## config.mk

```make
export PLATFORM = sky130hd
export DESIGN_NAME = lock_sequencer_flat
export DESIGN_NICKNAME = d
export VERILOG_FILES = /design/src/rtl/lock_pkg.sv /design/src/rtl/lock_sequencer_if.sv /design/src/rtl/tick_timer.sv /design/src/rtl/lock_sequencer.sv /design/src/flat_wrapper.sv
export SDC_FILE = /design/constraint.sdc
export NUM_CORES = 1
export LEC_CHECK = 0
export ABC_AREA = 1
export CAP_MARGIN = 20
export CORE_ASPECT_RATIO = 1.2
export CORE_UTILIZATION = 50
export CTS_BUF_LIST = sky130_fd_sc_hd__clkbuf_4 sky130_fd_sc_hd__clkbuf_8 sky130_fd_sc_hd__clkbuf_16
export CTS_CLUSTER_DIAMETER = 80
export CTS_CLUSTER_SIZE = 10
export DETAILED_ROUTE_END_ITERATION = 6
export GPL_TIMING_DRIVEN = 0
export PLACE_DENSITY_LB_ADDON = 0.12
export SLEW_MARGIN = 20
export SYNTH_ARGS = -nofsm -noshare
export SYNTH_HDL_FRONTEND = slang
export SYNTH_HIERARCHICAL = 1
export SYNTH_SLANG_ARGS = --single-unit
```

## constraint.sdc

```tcl
create_clock -name clk -period 3.4 [get_ports clk]
set_input_delay 0.85 -clock clk [delete_from_list [all_inputs] [get_ports clk]]
set_output_delay 0.85 -clock clk [all_outputs]
set_load 0.005 [all_outputs]
```

## src/rtl/lock_pkg.sv

```systemverilog
// Shared definitions for the lock sequencer: FSM state encoding, transit
// direction constants and default timing/width parameters.
package lock_pkg;

    localparam int LVL_W_DEF        = 4;
    localparam int OPEN_TIMEOUT_DEF = 16;
    localparam int CLOSE_TICKS_DEF  = 2;
    localparam int EQ_MAX_DEF       = 20;

    // Transit direction: arrival->departure or departure->arrival.
    localparam logic DIR_AD = 1'b0;
    localparam logic DIR_DA = 1'b1;

    typedef enum logic [2:0] {
        ST_IDLE,
        ST_EQ_IN,
        ST_OPEN_IN,
        ST_CLOSE_IN,
        ST_EQ_OUT,
        ST_OPEN_OUT,
        ST_CLOSE_OUT,
        ST_FAULT
    } lock_state_t;

endpackage

```

## src/rtl/lock_sequencer_if.sv

```systemverilog
// Bundle of the sequencer's plant-side signals.
//   slave  : the sequencer (takes requests, levels, boat pulses; drives commands)
//   master : the environment (drives tick, requests, levels, boat pulses)
interface lock_sequencer_if
    import lock_pkg::*;
#(
    parameter int LVL_W = LVL_W_DEF
);

    logic             tick;
    logic             req_a;
    logic             req_d;
    logic             boat_in;
    logic             boat_out;
    logic [LVL_W-1:0] lvl_a;
    logic [LVL_W-1:0] lvl_d;
    logic [LVL_W-1:0] lvl_in;
    logic             gate_a;
    logic             gate_d;
    logic             fill;
    logic             drain;
    logic             occupied;
    logic             dir;
    logic             busy;
    logic             fault;

    modport slave (
        input  tick, req_a, req_d, boat_in, boat_out, lvl_a, lvl_d, lvl_in,
        output gate_a, gate_d, fill, drain, occupied, dir, busy, fault
    );

    modport master (
        output tick, req_a, req_d, boat_in, boat_out, lvl_a, lvl_d, lvl_in,
        input  gate_a, gate_d, fill, drain, occupied, dir, busy, fault
    );

endinterface

```

## src/rtl/tick_timer.sv

```systemverilog
// Loadable down-counter advanced only on tick.
//   clk, reset : clock, async active-high reset
//   tick       : timebase strobe
//   load       : reload count with load_val (takes priority over tick)
//   load_val   : number of ticks in the period
//   done       : high on the tick that completes the period
module tick_timer #(
    parameter int CNT_W = 5
) (
    input  logic             clk,
    input  logic             reset,
    input  logic             tick,
    input  logic             load,
    input  logic [CNT_W-1:0] load_val,
    output logic             done
);

    logic [CNT_W-1:0] count;

    always_ff @(posedge clk or posedge reset) begin
        if (reset) begin
            count <= '0;
        end else if (load) begin
            count <= load_val;
        end else if (tick && count != '0) begin
            count <= count - CNT_W'(1);
        end
    end

    // Flag the expiring tick itself so the FSM moves on that same edge.
    assign done = tick && (count <= CNT_W'(1));

endmodule

```

## src/rtl/lock_sequencer.sv

```systemverilog
// Canal lock transit sequencer: grants one side, equalizes the chamber,
// opens/closes gates around the boat and raises a sticky fault on timeout
// or command conflict. All outputs are registered.
//   clk, reset : clock, async active-high reset
//   bus        : plant-side signals (lock_sequencer_if.slave)
//
// state     | meaning
// IDLE      | waiting for a request
// EQ_IN     | equalize chamber to entry side
// OPEN_IN   | entry gate open, waiting for boat_in (timeout -> abort)
// CLOSE_IN  | gates closed settle after entry
// EQ_OUT    | equalize chamber to exit side
// OPEN_OUT  | exit gate open, waiting for boat_out
// CLOSE_OUT | gates closed settle after exit
// FAULT     | everything off, only reset leaves
module lock_sequencer
    import lock_pkg::*;
#(
    parameter int LVL_W        = LVL_W_DEF,
    parameter int OPEN_TIMEOUT = OPEN_TIMEOUT_DEF,
    parameter int CLOSE_TICKS  = CLOSE_TICKS_DEF,
    parameter int EQ_MAX       = EQ_MAX_DEF
) (
    input logic              clk,
    input logic              reset,
    lock_sequencer_if.slave  bus
);

    localparam int MAX_T = (EQ_MAX > OPEN_TIMEOUT) ?
                           ((EQ_MAX > CLOSE_TICKS) ? EQ_MAX : CLOSE_TICKS) :
                           ((OPEN_TIMEOUT > CLOSE_TICKS) ? OPEN_TIMEOUT : CLOSE_TICKS);
    localparam int TM_W = $clog2(MAX_T + 1);

    lock_state_t      state, state_nxt;
    logic             dir_q, dir_nxt;
    logic             occ_q, occ_nxt;
    logic             abort_q, abort_nxt;
    logic             last_q, last_nxt;
    logic             gate_a_q, gate_a_nxt;
    logic             gate_d_q, gate_d_nxt;
    logic             fill_q, fill_nxt;
    logic             drain_q, drain_nxt;
    logic             busy_q, fault_q;
    logic [LVL_W-1:0] tgt_cur, tgt_nxt;
    logic             in_eq_nxt;
    logic             tm_load, tm_done;
    logic [TM_W-1:0]  tm_val;

    tick_timer #(.CNT_W(TM_W)) u_timer (
        .clk      (clk),
        .reset    (reset),
        .tick     (bus.tick),
        .load     (tm_load),
        .load_val (tm_val),
        .done     (tm_done)
    );

    always_comb begin
        state_nxt = state;
        dir_nxt   = dir_q;
        occ_nxt   = occ_q;
        abort_nxt = abort_q;
        last_nxt  = last_q;
        // Arrival level is the target when equalizing to the entry side of an
        // arrival transit or the exit side of a departure transit.
        tgt_cur = ((state == ST_EQ_IN) ^ dir_q) ? bus.lvl_a : bus.lvl_d;

        case (state)
            ST_IDLE: begin
                if (bus.req_a || bus.req_d) begin
                    state_nxt = ST_EQ_IN;
                    abort_nxt = 1'b0;
                    if (bus.req_a && bus.req_d) begin
                        dir_nxt = (last_q == DIR_AD) ? DIR_DA : DIR_AD;
                    end else begin
                        dir_nxt = bus.req_d ? DIR_DA : DIR_AD;
                    end
                end
            end
            ST_EQ_IN: begin
                if (bus.lvl_in == tgt_cur) state_nxt = ST_OPEN_IN;
                else if (tm_done)          state_nxt = ST_FAULT;
            end
            ST_OPEN_IN: begin
                // A boat arriving on the expiring tick still counts as entry.
                if (bus.boat_in) begin
                    occ_nxt   = 1'b1;
                    state_nxt = ST_CLOSE_IN;
                end else if (tm_done) begin
                    abort_nxt = 1'b1;
                    state_nxt = ST_CLOSE_IN;
                end
            end
            ST_CLOSE_IN: begin
                if (tm_done) state_nxt = abort_q ? ST_IDLE : ST_EQ_OUT;
            end
            ST_EQ_OUT: begin
                if (bus.lvl_in == tgt_cur) state_nxt = ST_OPEN_OUT;
                else if (tm_done)          state_nxt = ST_FAULT;
            end
            ST_OPEN_OUT: begin
                if (bus.boat_out) begin
                    occ_nxt   = 1'b0;
                    state_nxt = ST_CLOSE_OUT;
                end
            end
            ST_CLOSE_OUT: begin
                if (tm_done) begin
                    state_nxt = ST_IDLE;
                    last_nxt  = dir_q;
                end
            end
            ST_FAULT: state_nxt = ST_FAULT;
            default:  state_nxt = ST_FAULT;
        endcase

        tgt_nxt    = ((state_nxt == ST_EQ_IN) ^ dir_nxt) ? bus.lvl_a : bus.lvl_d;
        in_eq_nxt  = (state_nxt == ST_EQ_IN) || (state_nxt == ST_EQ_OUT);
        gate_a_nxt = ((state_nxt == ST_OPEN_IN)  && (dir_nxt == DIR_AD)) ||
                     ((state_nxt == ST_OPEN_OUT) && (dir_nxt == DIR_DA));
        gate_d_nxt = ((state_nxt == ST_OPEN_IN)  && (dir_nxt == DIR_DA)) ||
                     ((state_nxt == ST_OPEN_OUT) && (dir_nxt == DIR_AD));
        fill_nxt   = in_eq_nxt && (bus.lvl_in < tgt_nxt);
        drain_nxt  = in_eq_nxt && (bus.lvl_in > tgt_nxt);

        // Safety net: any conflicting command set diverts to FAULT.
        if ((gate_a_nxt && gate_d_nxt) || (fill_nxt && drain_nxt) ||
            ((fill_nxt || drain_nxt) && (gate_a_nxt || gate_d_nxt))) begin
            state_nxt = ST_FAULT;
        end
        if (state_nxt == ST_FAULT) begin
            gate_a_nxt = 1'b0;
            gate_d_nxt = 1'b0;
            fill_nxt   = 1'b0;
            drain_nxt  = 1'b0;
            occ_nxt    = occ_q;
        end

        tm_load = (state_nxt != state);
        case (state_nxt)
            ST_EQ_IN, ST_EQ_OUT:       tm_val = TM_W'(EQ_MAX);
            ST_OPEN_IN:                tm_val = TM_W'(OPEN_TIMEOUT);
            ST_CLOSE_IN, ST_CLOSE_OUT: tm_val = TM_W'(CLOSE_TICKS);
            default:                   tm_val = '0;
        endcase
    end

    always_ff @(posedge clk or posedge reset) begin
        if (reset) begin
            state    <= ST_IDLE;
            dir_q    <= DIR_AD;
            occ_q    <= 1'b0;
            abort_q  <= 1'b0;
            last_q   <= DIR_DA;
            gate_a_q <= 1'b0;
            gate_d_q <= 1'b0;
            fill_q   <= 1'b0;
            drain_q  <= 1'b0;
            busy_q   <= 1'b0;
            fault_q  <= 1'b0;
        end else begin
            state    <= state_nxt;
            dir_q    <= dir_nxt;
            occ_q    <= occ_nxt;
            abort_q  <= abort_nxt;
            last_q   <= last_nxt;
            gate_a_q <= gate_a_nxt;
            gate_d_q <= gate_d_nxt;
            fill_q   <= fill_nxt;
            drain_q  <= drain_nxt;
            busy_q   <= (state_nxt != ST_IDLE);
            fault_q  <= (state_nxt == ST_FAULT);
        end
    end

    assign bus.gate_a   = gate_a_q;
    assign bus.gate_d   = gate_d_q;
    assign bus.fill     = fill_q;
    assign bus.drain    = drain_q;
    assign bus.occupied = occ_q;
    assign bus.dir      = dir_q;
    assign bus.busy     = busy_q;
    assign bus.fault    = fault_q;

endmodule

```

## src/flat_wrapper.sv

```systemverilog
// flat-port wrapper written by rule: the top's interface ports become plain ports
module lock_sequencer_flat import lock_pkg::*;
#(
    parameter int LVL_W        = LVL_W_DEF,
    parameter int OPEN_TIMEOUT = OPEN_TIMEOUT_DEF,
    parameter int CLOSE_TICKS  = CLOSE_TICKS_DEF,
    parameter int EQ_MAX       = EQ_MAX_DEF
)
  (clk, reset, bus_tick, bus_req_a, bus_req_d, bus_boat_in, bus_boat_out, bus_lvl_a, bus_lvl_d, bus_lvl_in, bus_gate_a, bus_gate_d, bus_fill, bus_drain, bus_occupied, bus_dir, bus_busy, bus_fault);
  lock_sequencer_if #(.LVL_W(LVL_W)) bus_i ();
  input logic clk;
  input logic reset;
  input wire logic [$bits(bus_i.tick)-1:0] bus_tick;
  input wire logic [$bits(bus_i.req_a)-1:0] bus_req_a;
  input wire logic [$bits(bus_i.req_d)-1:0] bus_req_d;
  input wire logic [$bits(bus_i.boat_in)-1:0] bus_boat_in;
  input wire logic [$bits(bus_i.boat_out)-1:0] bus_boat_out;
  input wire logic [$bits(bus_i.lvl_a)-1:0] bus_lvl_a;
  input wire logic [$bits(bus_i.lvl_d)-1:0] bus_lvl_d;
  input wire logic [$bits(bus_i.lvl_in)-1:0] bus_lvl_in;
  output wire logic [$bits(bus_i.gate_a)-1:0] bus_gate_a;
  output wire logic [$bits(bus_i.gate_d)-1:0] bus_gate_d;
  output wire logic [$bits(bus_i.fill)-1:0] bus_fill;
  output wire logic [$bits(bus_i.drain)-1:0] bus_drain;
  output wire logic [$bits(bus_i.occupied)-1:0] bus_occupied;
  output wire logic [$bits(bus_i.dir)-1:0] bus_dir;
  output wire logic [$bits(bus_i.busy)-1:0] bus_busy;
  output wire logic [$bits(bus_i.fault)-1:0] bus_fault;
  assign bus_i.tick = bus_tick;
  assign bus_i.req_a = bus_req_a;
  assign bus_i.req_d = bus_req_d;
  assign bus_i.boat_in = bus_boat_in;
  assign bus_i.boat_out = bus_boat_out;
  assign bus_i.lvl_a = bus_lvl_a;
  assign bus_i.lvl_d = bus_lvl_d;
  assign bus_i.lvl_in = bus_lvl_in;
  assign bus_gate_a = bus_i.gate_a;
  assign bus_gate_d = bus_i.gate_d;
  assign bus_fill = bus_i.fill;
  assign bus_drain = bus_i.drain;
  assign bus_occupied = bus_i.occupied;
  assign bus_dir = bus_i.dir;
  assign bus_busy = bus_i.busy;
  assign bus_fault = bus_i.fault;
  lock_sequencer #(.LVL_W(LVL_W), .OPEN_TIMEOUT(OPEN_TIMEOUT), .CLOSE_TICKS(CLOSE_TICKS), .EQ_MAX(EQ_MAX)) u_core (.clk(clk), .reset(reset), .bus(bus_i));
endmodule
```

== Word-level counts from Yosys, hierarchy flattened ==
Cells that the tools add are included.
Operators by class
  $add $sub $neg: 1
  magnitude comparators: 3
  equal/unequal tests: 24
  multiplexer cells: 33
  bitwise operators: 4
  reductions and logical operators: 31
Operator list (count)
  two-way mux 3 bit: 11
  == test 3 bit (second input constant): 9
  one-hot mux 3 bit (8 select lines): 1
  == test 3 x 2 -> 1 bit (second input constant): 5
  one-hot mux 5 bit (3 select lines): 1
  two-way mux 1 bit: 14
  logical AND 1 bit: 12
  two-way mux 5 bit: 2
  == test 3 x 1 -> 1 bit (second input constant): 3
  logical OR 1 bit: 8
  two-way mux 4 bit: 2
  AND reduction 4 bit: 2
  inequality test 2 bit (second input constant): 3
  nonzero test 2 bit: 3
  less-or-equal comparator 5 x 1 -> 1 bit (second input constant): 1
  nonzero test 5 bit: 1
  subtractor 5 x 1 -> 5 bit (second input constant): 1
  == test 4 bit: 1
  > comparator 4 bit: 1
  < comparator 4 bit: 1
  inequality test 2 x 1 -> 1 bit (second input constant): 2
  one-hot mux 1 bit (2 select lines): 2
  OR reduction 2 bit: 2
  zero test 3 bit: 1
  5 further kinds: 7
Storage, ports and cells
  bits in registers: 18
  logic and storage cells: 108

== Logic depth before layout (Yosys ltp) ==
Gate-level depths: netlist of the first run.
  word-level depth: 19
  gate-level depth with buffers: 25
  gate-level depth less buffers: 25

== Modules after synthesis ==
Netlist of the first run, hierarchy kept.
By module, submodules not included
  lock_sequencer: instances 1, cells each 168, area an instance 1131.1 um^2, sequential area each 326.6 um^2
  tick_timer: instances 1, cells each 50, area an instance 369.1 um^2, sequential area each 125.1 um^2

== Worst setup path after synthesis of the first run ==
OpenSTA, ideal clock, no wires.
  path kind: input to register
  start point: input port bus_tick
  end point: register u_core.drain_q, in the netlist u_core/bus.drain
  library setup time: 0.072 ns
  arrival time: 2.934 ns
  required time: 3.328 ns
  slack: 0.394 ns
  stages: 16
  buffers on the path: 0
  cell sequence: nand3_1 -> a21oi_1 -> inv_1 -> nand2_1 -> nand3_1 -> nor2_1 -> inv_1 -> a21oi_4 -> nand4_1 -> nand3_1 -> nand2_1 -> ha_1 -> nand2_1 -> o21ai_0 -> o21ai_0 -> nor2_1
On the way
  longest elaborated chain between the ends: 15
RTL lines
  start: declaration: line flat_wrapper.sv:13  | input wire logic [$bits(bus_i.tick)-1:0] bus_tick;
  logical AND 1 bit *: line tick_timer.sv:31  | assign done = tick && (count <= CNT_W'(1));
  net u_core.tm_done: line lock_sequencer.sv:46  | logic tm_load, tm_done;
  two-way mux 3 bit (on tied branches): line lock_sequencer.sv:82, lock_sequencer.sv:99, lock_sequencer.sv:89
  two-way mux 3 bit (on tied branches): line lock_sequencer.sv:98, lock_sequencer.sv:81, lock_sequencer.sv:86
  one-hot mux 3 bit (8 select lines) *: line lock_sequencer.sv:68  | case (state)
  == test 3 x 1 -> 1 bit: line lock_sequencer.sv:117, lock_sequencer.sv:118
  XOR 1 bit: line lock_sequencer.sv:117  | tgt_nxt = ((state_nxt == ST_EQ_IN) ^ dir_nxt) ? bus.lvl_a : bus.lvl_d;
  two-way mux 4 bit: line lock_sequencer.sv:117
  < comparator 4 bit / > comparator 4 bit (equally long branches): line lock_sequencer.sv:123, lock_sequencer.sv:124
  logical AND 1 bit (on tied branches): line lock_sequencer.sv:123, lock_sequencer.sv:124
  logical AND 1 bit / logical OR 1 bit (equally long branches): line lock_sequencer.sv:127, lock_sequencer.sv:128
  logical OR 1 bit / logical AND 1 bit (equally long branches): line lock_sequencer.sv:127, lock_sequencer.sv:128
  logical OR 1 bit: line lock_sequencer.sv:127  | if ((gate_a_nxt && gate_d_nxt) || (fill_nxt && drain_nxt) ||
  two-way mux 3 bit: line lock_sequencer.sv:127
  == test 3 bit: line lock_sequencer.sv:131  | if (state_nxt == ST_FAULT) begin
  two-way mux 1 bit *: line lock_sequencer.sv:131
  net u_core.drain_nxt: line lock_sequencer.sv:42  | logic drain_q, drain_nxt;
  end signal: assignment: line lock_sequencer.sv:170  | drain_q <= drain_nxt;
  end: declaration: line lock_sequencer.sv:42
Mark *: on every way through the listed nets, which the timed path passes. The rest lies on a longest branch.
A chain may end at the register's enable or synchronous reset.

== Final worst setup path of the first run ==
  start point: input port bus_lvl_a[1]
  end point: register u_core.drain_q, in the netlist u_core/bus.drain
On the way
  longest elaborated chain between the ends: 15
RTL lines
  start: declaration: line flat_wrapper.sv:18  | input wire logic [$bits(bus_i.lvl_a)-1:0] bus_lvl_a;
  two-way mux 4 bit: line lock_sequencer.sv:66  | tgt_cur = ((state == ST_EQ_IN) ^ dir_q) ? bus.lvl_a : bus.lvl_d;
  == test 4 bit: line lock_sequencer.sv:81, lock_sequencer.sv:98
  two-way mux 3 bit (on tied branches): line lock_sequencer.sv:98, lock_sequencer.sv:81
  one-hot mux 3 bit (8 select lines): line lock_sequencer.sv:68
  == test 3 x 1 -> 1 bit: line lock_sequencer.sv:117, lock_sequencer.sv:118
  XOR 1 bit: line lock_sequencer.sv:117
  two-way mux 4 bit: line lock_sequencer.sv:117
  < comparator 4 bit / > comparator 4 bit (equally long branches): line lock_sequencer.sv:123, lock_sequencer.sv:124
  logical AND 1 bit (on tied branches): line lock_sequencer.sv:123, lock_sequencer.sv:124
  logical AND 1 bit / logical OR 1 bit (equally long branches): line lock_sequencer.sv:127, lock_sequencer.sv:128
  logical OR 1 bit / logical AND 1 bit (equally long branches): line lock_sequencer.sv:127, lock_sequencer.sv:128
  logical OR 1 bit: line lock_sequencer.sv:127
  two-way mux 3 bit *: line lock_sequencer.sv:127
  net u_core.state_nxt[2]: line lock_sequencer.sv:34  | lock_state_t state, state_nxt;
  == test 3 bit *: line lock_sequencer.sv:131
  two-way mux 1 bit *: line lock_sequencer.sv:131
  net u_core.drain_nxt: line lock_sequencer.sv:42
Marked as above.

==> impl_metrics.ini, run 1 <==
[run]
cap_violations = 0

[global_routing]
grt_pass1_wl_um = 5330
track_usage_pct = 22.9
grt_antenna_before_repair = 0
gr-total-overflow = 0
grt_max_degree = 14
grt_pass1_vias = 1279

[drt]
met1Wirelength_um = 1350
via_per_inst = 5.04
highest_layer = met4
drcViolationCount = 0
met2WireLength_um = 1790
wl_per_cell_um = 11.3
drt_iter0_drc = 22
num_vias = 1447
wirelength_um = 3250
firstDrtPassIters = 6
dr_wl_met3_um = 46
ant_nets = 0

[timing]
hold_violations = 0
worstMarginPinSlew_ps = 545
min_period_ps = 3060
skew_ps = 8.35
min_period_over_period_pct = 90.1
fmax_mhz = 326
slew-limit-headroom_pct = 63.7
rsz0062_at_grt = no
setup_viol = 0
hold_ws_ps = 497
drv_slew = 0

[final_layout]
design_area_um2 = 1890
fin_cells = 287
final_common_cell = nand2_1
nNetsFinal = 279
post-route-util_pct = 67.3
antennaDiodeCount = 0
drive_gt1_share_pct = 17.8
syn2layout_area_growth_pct = 26.1
mostFrequentLayoutCells = nand2_1 (51), nand3_1 (31), inv_1 (30)

[clock_tree]
ctsRootBufferMaster = clkbuf_4
path_clk_slew_ps = 110
cts_made_buffers = 3
clockBufferDepth = 2
cts_tree = built
clock_latency_ps = 300
clock-sinks = 18
cts_hold_buf = 0
htree_levels = 1

[placement]
placed_cells = 279
io_buffers = 26
placed_cell_area_um2 = 1810
dpl.hpwl_um = 2640
globalplace.congestion = 0.847

[synthesis]
synth_cells = 218
synthArstFlopShare_pct = 100
synth.avg_cell_area_um2 = 6.88
ys.flop_type = dfrtp_1
synth_top_family_by_area = simple AND/OR/NAND/NOR gates
syn_area_um2 = 1500
synth_edf_count = 0
synthAdderAreaFrac_pct = 5.00
synth.distinct_cells = 29
synthXorXnorAreaFrac_pct = 0
synth_seq_area_share_pct = 30.1
muxShareOfSynthArea_pct = 0
synth_compound_area_share_pct = 12.0
yosys_warnings = 6
ys_ff_latch = 18
yosys.area_share.simple_pct = 42.7

[critical_path]
crit_end = u_core/bus.drain
criticalPathCategory = in2reg
crit_start = bus_lvl_a[1]
start_kind = primary input
ff2ff_setup_slack_ps = 380
worst_setup_path_end_kind = flip-flop
crit_top_cell = nand2_1
cp.arrival_ps = 3300
max_stage_delay_ps = 470
ff2ff_path_depth = 21
path_cells = clkdlybuf4s50_1, inv_1, nand3_1, nand3_1, nand2_1, nand2_2, inv_2, nand2_4, nand2_1, o211ai_2, inv_2, nand4_1, nand3_1, nand2_1, ha_1, nand2_1, o21ai_0, o21ai_0, nor2_1
cp.depth = 19
critical-path-top-delay-family = simple AND/OR/NAND/NOR gates
r2r_start = u_core/state[2]
required_ps = 3630
slowest_stage = clkdlybuf4s50_1
cp_num_buf_inv = 4
critPathMaxFanout = 6
reg2reg_to = u_core/bus.drain

[min_path]
hold_depth = 2
hold_path_class = reg2reg

[floorplan]
die_area_um2 = 3220
floorplan.die.width_um = 52.0
top_level_ports = 27
num_rows = 21
core_um2 = 2810
start_util_pct = 53.4
die_y_um = 62.0

[pwr]
irDropWorstVdd_v = 0.000544
p_leak_nw = 0.973
power_density_nw_per_um2 = 997
power_mw = 1.89

[status]
status = complete, no violations
-- state kept, by name (all words and copies together), names as in the netlist --
name and count:
u_core/bus.gate_a 1, u_core/bus.occupied 1, u_core/abort_q 1, u_core/state 3, u_core/bus.drain 1, u_core/bus.fault 1
u_core/bus.gate_d 1, u_core/u_timer/count 5, u_core/last_q 1, u_core/bus.fill 1, u_core/bus.busy 1, u_core/bus.dir 1
-- stage by stage --
step,setup slack (ps),TNS [ps]
3_3_place_gp,-616,-2160
5_1_grt,56.0,0
2_1_floorplan,394,0
4_1_cts,57.2,0
6_report,337,0
3_5_place_dp,-604,-2090
-- repair_timing --
action                     CTS  global route
pin swaps                    0             0
setup endpoints to repair    2             5
buffers inserted             2             2
resized for setup            2             2
-- layer usage --
layer  vias up  GRT usage (%)
met5         -              0
met4         0           12.0
met3         6           1.46
met2        24           45.6
met1       645           23.8
li1        772              -
-- report_power, final --
| group | leakage, nW | internal [mW] | switching [mW] |
|---|---|---|---|
| clock network | 0.0210 | 0.0653 | 0.0707 |
| registers | 0.219 | 0.315 | 0.0771 |
| logic | 0.733 | 0.518 | 0.841 |
| total | 0.973 | 0.898 | 0.989 |
-- worst min-delay path: stages (launching register included) --
cell and delay (ps):
dfstp_2 380, nand2_1 50, o21ai_0 70
-- layout make-up --
cell class / instances / area (µm²)
Tap cell: 34 / 42.5
Timing Repair Buffer: 30 / 293
Fill cell: 266 / 920
Sequential cell: 18 / 452
Multi-Input combinational cell: 162 / 920
Buffer: 1 / 5.00
Inverter: 38 / 144
Clock buffer: 4 / 36.3
-- how the worst min path moves through the flow --
stage,to,startpoint
floorplan,u_core/last_q,u_core/last_q
finish,u_core/last_q,u_core/last_q
detailed placement,u_core/last_q,u_core/last_q
global route,u_core/bus.occupied,u_core/bus.occupied
global placement,u_core/last_q,u_core/last_q
CTS,u_core/last_q,u_core/last_q
-- cell usage after synthesis (2+ instances only) --
| cell | number | area share (%) |
|---|---|---|
| a21oi_1 | 6 | 2.0 |
| dfrtp_1 | 17 | 28 |
| ha_1 | 6 | 5.0 |
| inv_1 | 30 | 7.5 |
| inv_2 | 7 | 1.8 |
| nand2_1 | 51 | 13 |
| nand2_2 | 4 | 1.7 |
| nand2_4 | 6 | 4.5 |
| nand3_1 | 32 | 11 |
| nand3_2 | 4 | 2.7 |
| nand4_1 | 3 | 1.3 |
| nor2_1 | 21 | 5.3 |
| nor2_2 | 2 | 0.83 |
| o211ai_1 | 2 | 1.0 |
| o21ai_0 | 7 | 2.3 |
| o21ai_1 | 3 | 1.0 |
| o21ai_2 | 4 | 2.3 |
| o22ai_1 | 2 | 0.83 |
-- logic make-up after synthesis --
| kind of cell | after synthesis |
|---|---|
| AO/OA/AOI/OAI | 27 |
| adder cells (fa/ha/maj) | 6 |
| buffers and inverters | 39 |
| flip-flops | 18 |
| other | 1 |
| AND/OR/NAND/NOR | 127 |
No activity file was read; power rests on OpenSTA's default activity.
==> run 2, diff against run 1 <==
--- a/config.mk
+++ b/config.mk
@@ -7,7 +7,7 @@
 export LEC_CHECK = 0
 export ABC_AREA = 1
 export CAP_MARGIN = 20
-export CORE_ASPECT_RATIO = 1.2
+export CORE_ASPECT_RATIO = 0.6
 export CORE_UTILIZATION = 50
 export CTS_BUF_LIST = sky130_fd_sc_hd__clkbuf_4 sky130_fd_sc_hd__clkbuf_8 sky130_fd_sc_hd__clkbuf_16
 export CTS_CLUSTER_DIAMETER = 80
==> run 2 against run 1 <==
  * Sequential share of layout area decreased by 0.36 points
  * Sequential power about the same
  * Clock-buffer cell count unchanged
  * Power increased by 4.2%
  * Critical endpoint unchanged
  * Largest power group unchanged
==> impl_metrics.ini, run 2 (synthesized netlist as in run 1, its figures left out) <==
[drt]
drt_iter0_drc = 160
num_vias = 1522
drcViolationCount = 0
wirelength_um = 3690
wl_per_cell_um = 12.5
ant_nets = 0
via_per_inst = 5.18
firstDrtPassIters = 4

[critical_path]
crit_start = bus_lvl_a[0]
critPathMaxFanout = 6
reg2reg_to = u_core/bus.drain
cp.arrival_ps = 3370
crit_end = u_core/bus.drain
r2r_start = u_core/state[2]
ff2ff_setup_slack_ps = 320
ff2ff_path_depth = 21
worst_setup_path_end_kind = flip-flop
required_ps = 3590
start_kind = primary input
criticalPathCategory = in2reg

[floorplan]
start_util_pct = 56.3
die_area_um2 = 3230
num_rows = 14
top_level_ports = 27
floorplan.die.width_um = 72.7
die_y_um = 44.4
core_um2 = 2660

[placement]
post-place-ws_ps = -631
globalplace.congestion = 0.821
io_buffers = 26
dpl.hpwl_um = 2850

[clock_tree]
ctsRootBufferMaster = clkbuf_8
htree_levels = 1
clockBufferDepth = 2
clock-sinks = 18
clock_latency_ps = 250
cts_tree = built
path_clk_slew_ps = 70
cts_made_buffers = 3

[global_routing]
track_usage_pct = 25.1
gr-total-overflow = 0
grt_antenna_before_repair = 0
grt_max_degree = 14
grt_pass1_wl_um = 5840
grt_pass1_vias = 1233

[timing]
slew-limit-headroom_pct = 65.8
hold_violations = 0
worstMarginPinSlew_ps = 512
rsz0062_at_grt = no
fmax_mhz = 314
min_period_over_period_pct = 93.6
min_period_ps = 3180
drv_slew = 0
skew_ps = 2.22
hold_ws_ps = 493
worst_slack_ps = 219
setup_viol = 0

[min_path]
hold_path_class = reg2reg

[final_layout]
largest_reg_flops = 5
mostFrequentLayoutCells = nand2_1 (51), nand3_1 (32), inv_1 (30)
drive_gt1_share_pct = 17.7
largest_register = u_core/u_timer/count
antennaDiodeCount = 0
largest_registers = u_core/u_timer/count x5, u_core/state x3
nNetsFinal = 280
final_common_cell = nand2_1
syn2layout_area_growth_pct = 28.0

[pwr]
power_density_nw_per_um2 = 1020
irDropWorstVdd_v = 0.000576
p_leak_nw = 0.985

[run]
cap_violations = 0

[status]
status = complete, no violations
run 2: cell count changes in the layout (fill, tap and decap cells not counted), sizes merged:
cell | previous run | this run
buf | 5 | 6
run 2: how the worst min path moves through the flow:
| stage | cells past startpoint | slack [ps] | endpoint | from |
|---|---|---|---|---|
| 2_1_floorplan | 2 | 460 | u_core/last_q | u_core/last_q |
| 3_3_place_gp | 2 | 480 | u_core/last_q | u_core/last_q |
| 3_5_place_dp | 2 | 480 | u_core/last_q | u_core/last_q |
| 4_1_cts | 2 | 490 | u_core/last_q | u_core/last_q |
| 5_1_grt | 2 | 520 | u_core/last_q | u_core/last_q |
| 6_report | 2 | 490 | u_core/last_q | u_core/last_q |
run 2: cell type report:
cell class | instances | area, µm²
tap | 40 | 50.0
buffer | 1 | 5.00
sequential | 18 | 452
inverter | 38 | 144
clock buffer | 4 | 55.1
fill | 242 | 742
multi-input combinational | 162 | 915
timing repair buffer | 31 | 300
run 2: per-layer routing:
layer  share of wire, %  track usage [%]  wire (µm)
met5                  0                0          0
met4                  0             3.53          0
met3                9.1             7.29        334
met2                 36             30.7       1340
met1                 55             42.3       2010
run 2: repair_timing:
| action | in CTS | in global routing |
|---|---|---|
| pin swaps | 0 | 1 |
| buffers inserted | 2 | 3 |
| resized for setup | 3 | 1 |
| endpoints found under the setup margin | 2 | 5 |
| hold buffers | 0 | 0 |
run 2: report_power, final:
group,internal [mW],switching [mW]
clock network,0.103,0.0731
logic,0.523,0.874
registers,0.316,0.0763
run 2: metrics by stage:
step	utilization [%]	TNS (ps)	area [µm²]	std cells	total power, mW
CTS	71.2	0	1900	291	1.93
global placement	68.1	-1680	1810	285	1.67
finish	72.1	0	1920	294	1.97
floorplan	-	0	1500	219	1.40
detailed placement	68.1	-1840	1810	285	1.70
global route	72.1	0	1920	294	2.15
run 2: worst max-delay path, stage by stage:
cell	delay [ps]
clkdlybuf4s50_1	500
nand3_1	100
nand2_1	90
nand2_1	50
nand2_1	60
nand2_2	90
inv_2	80
nand2_4	50
nand2_1	100
o211ai_2	130
inv_2	130
nand4_1	180
nand3_1	140
nand2_1	70
ha_1	300
a21oi_1	70
o21ai_1	160
o21ai_0	110
nor2_1	100
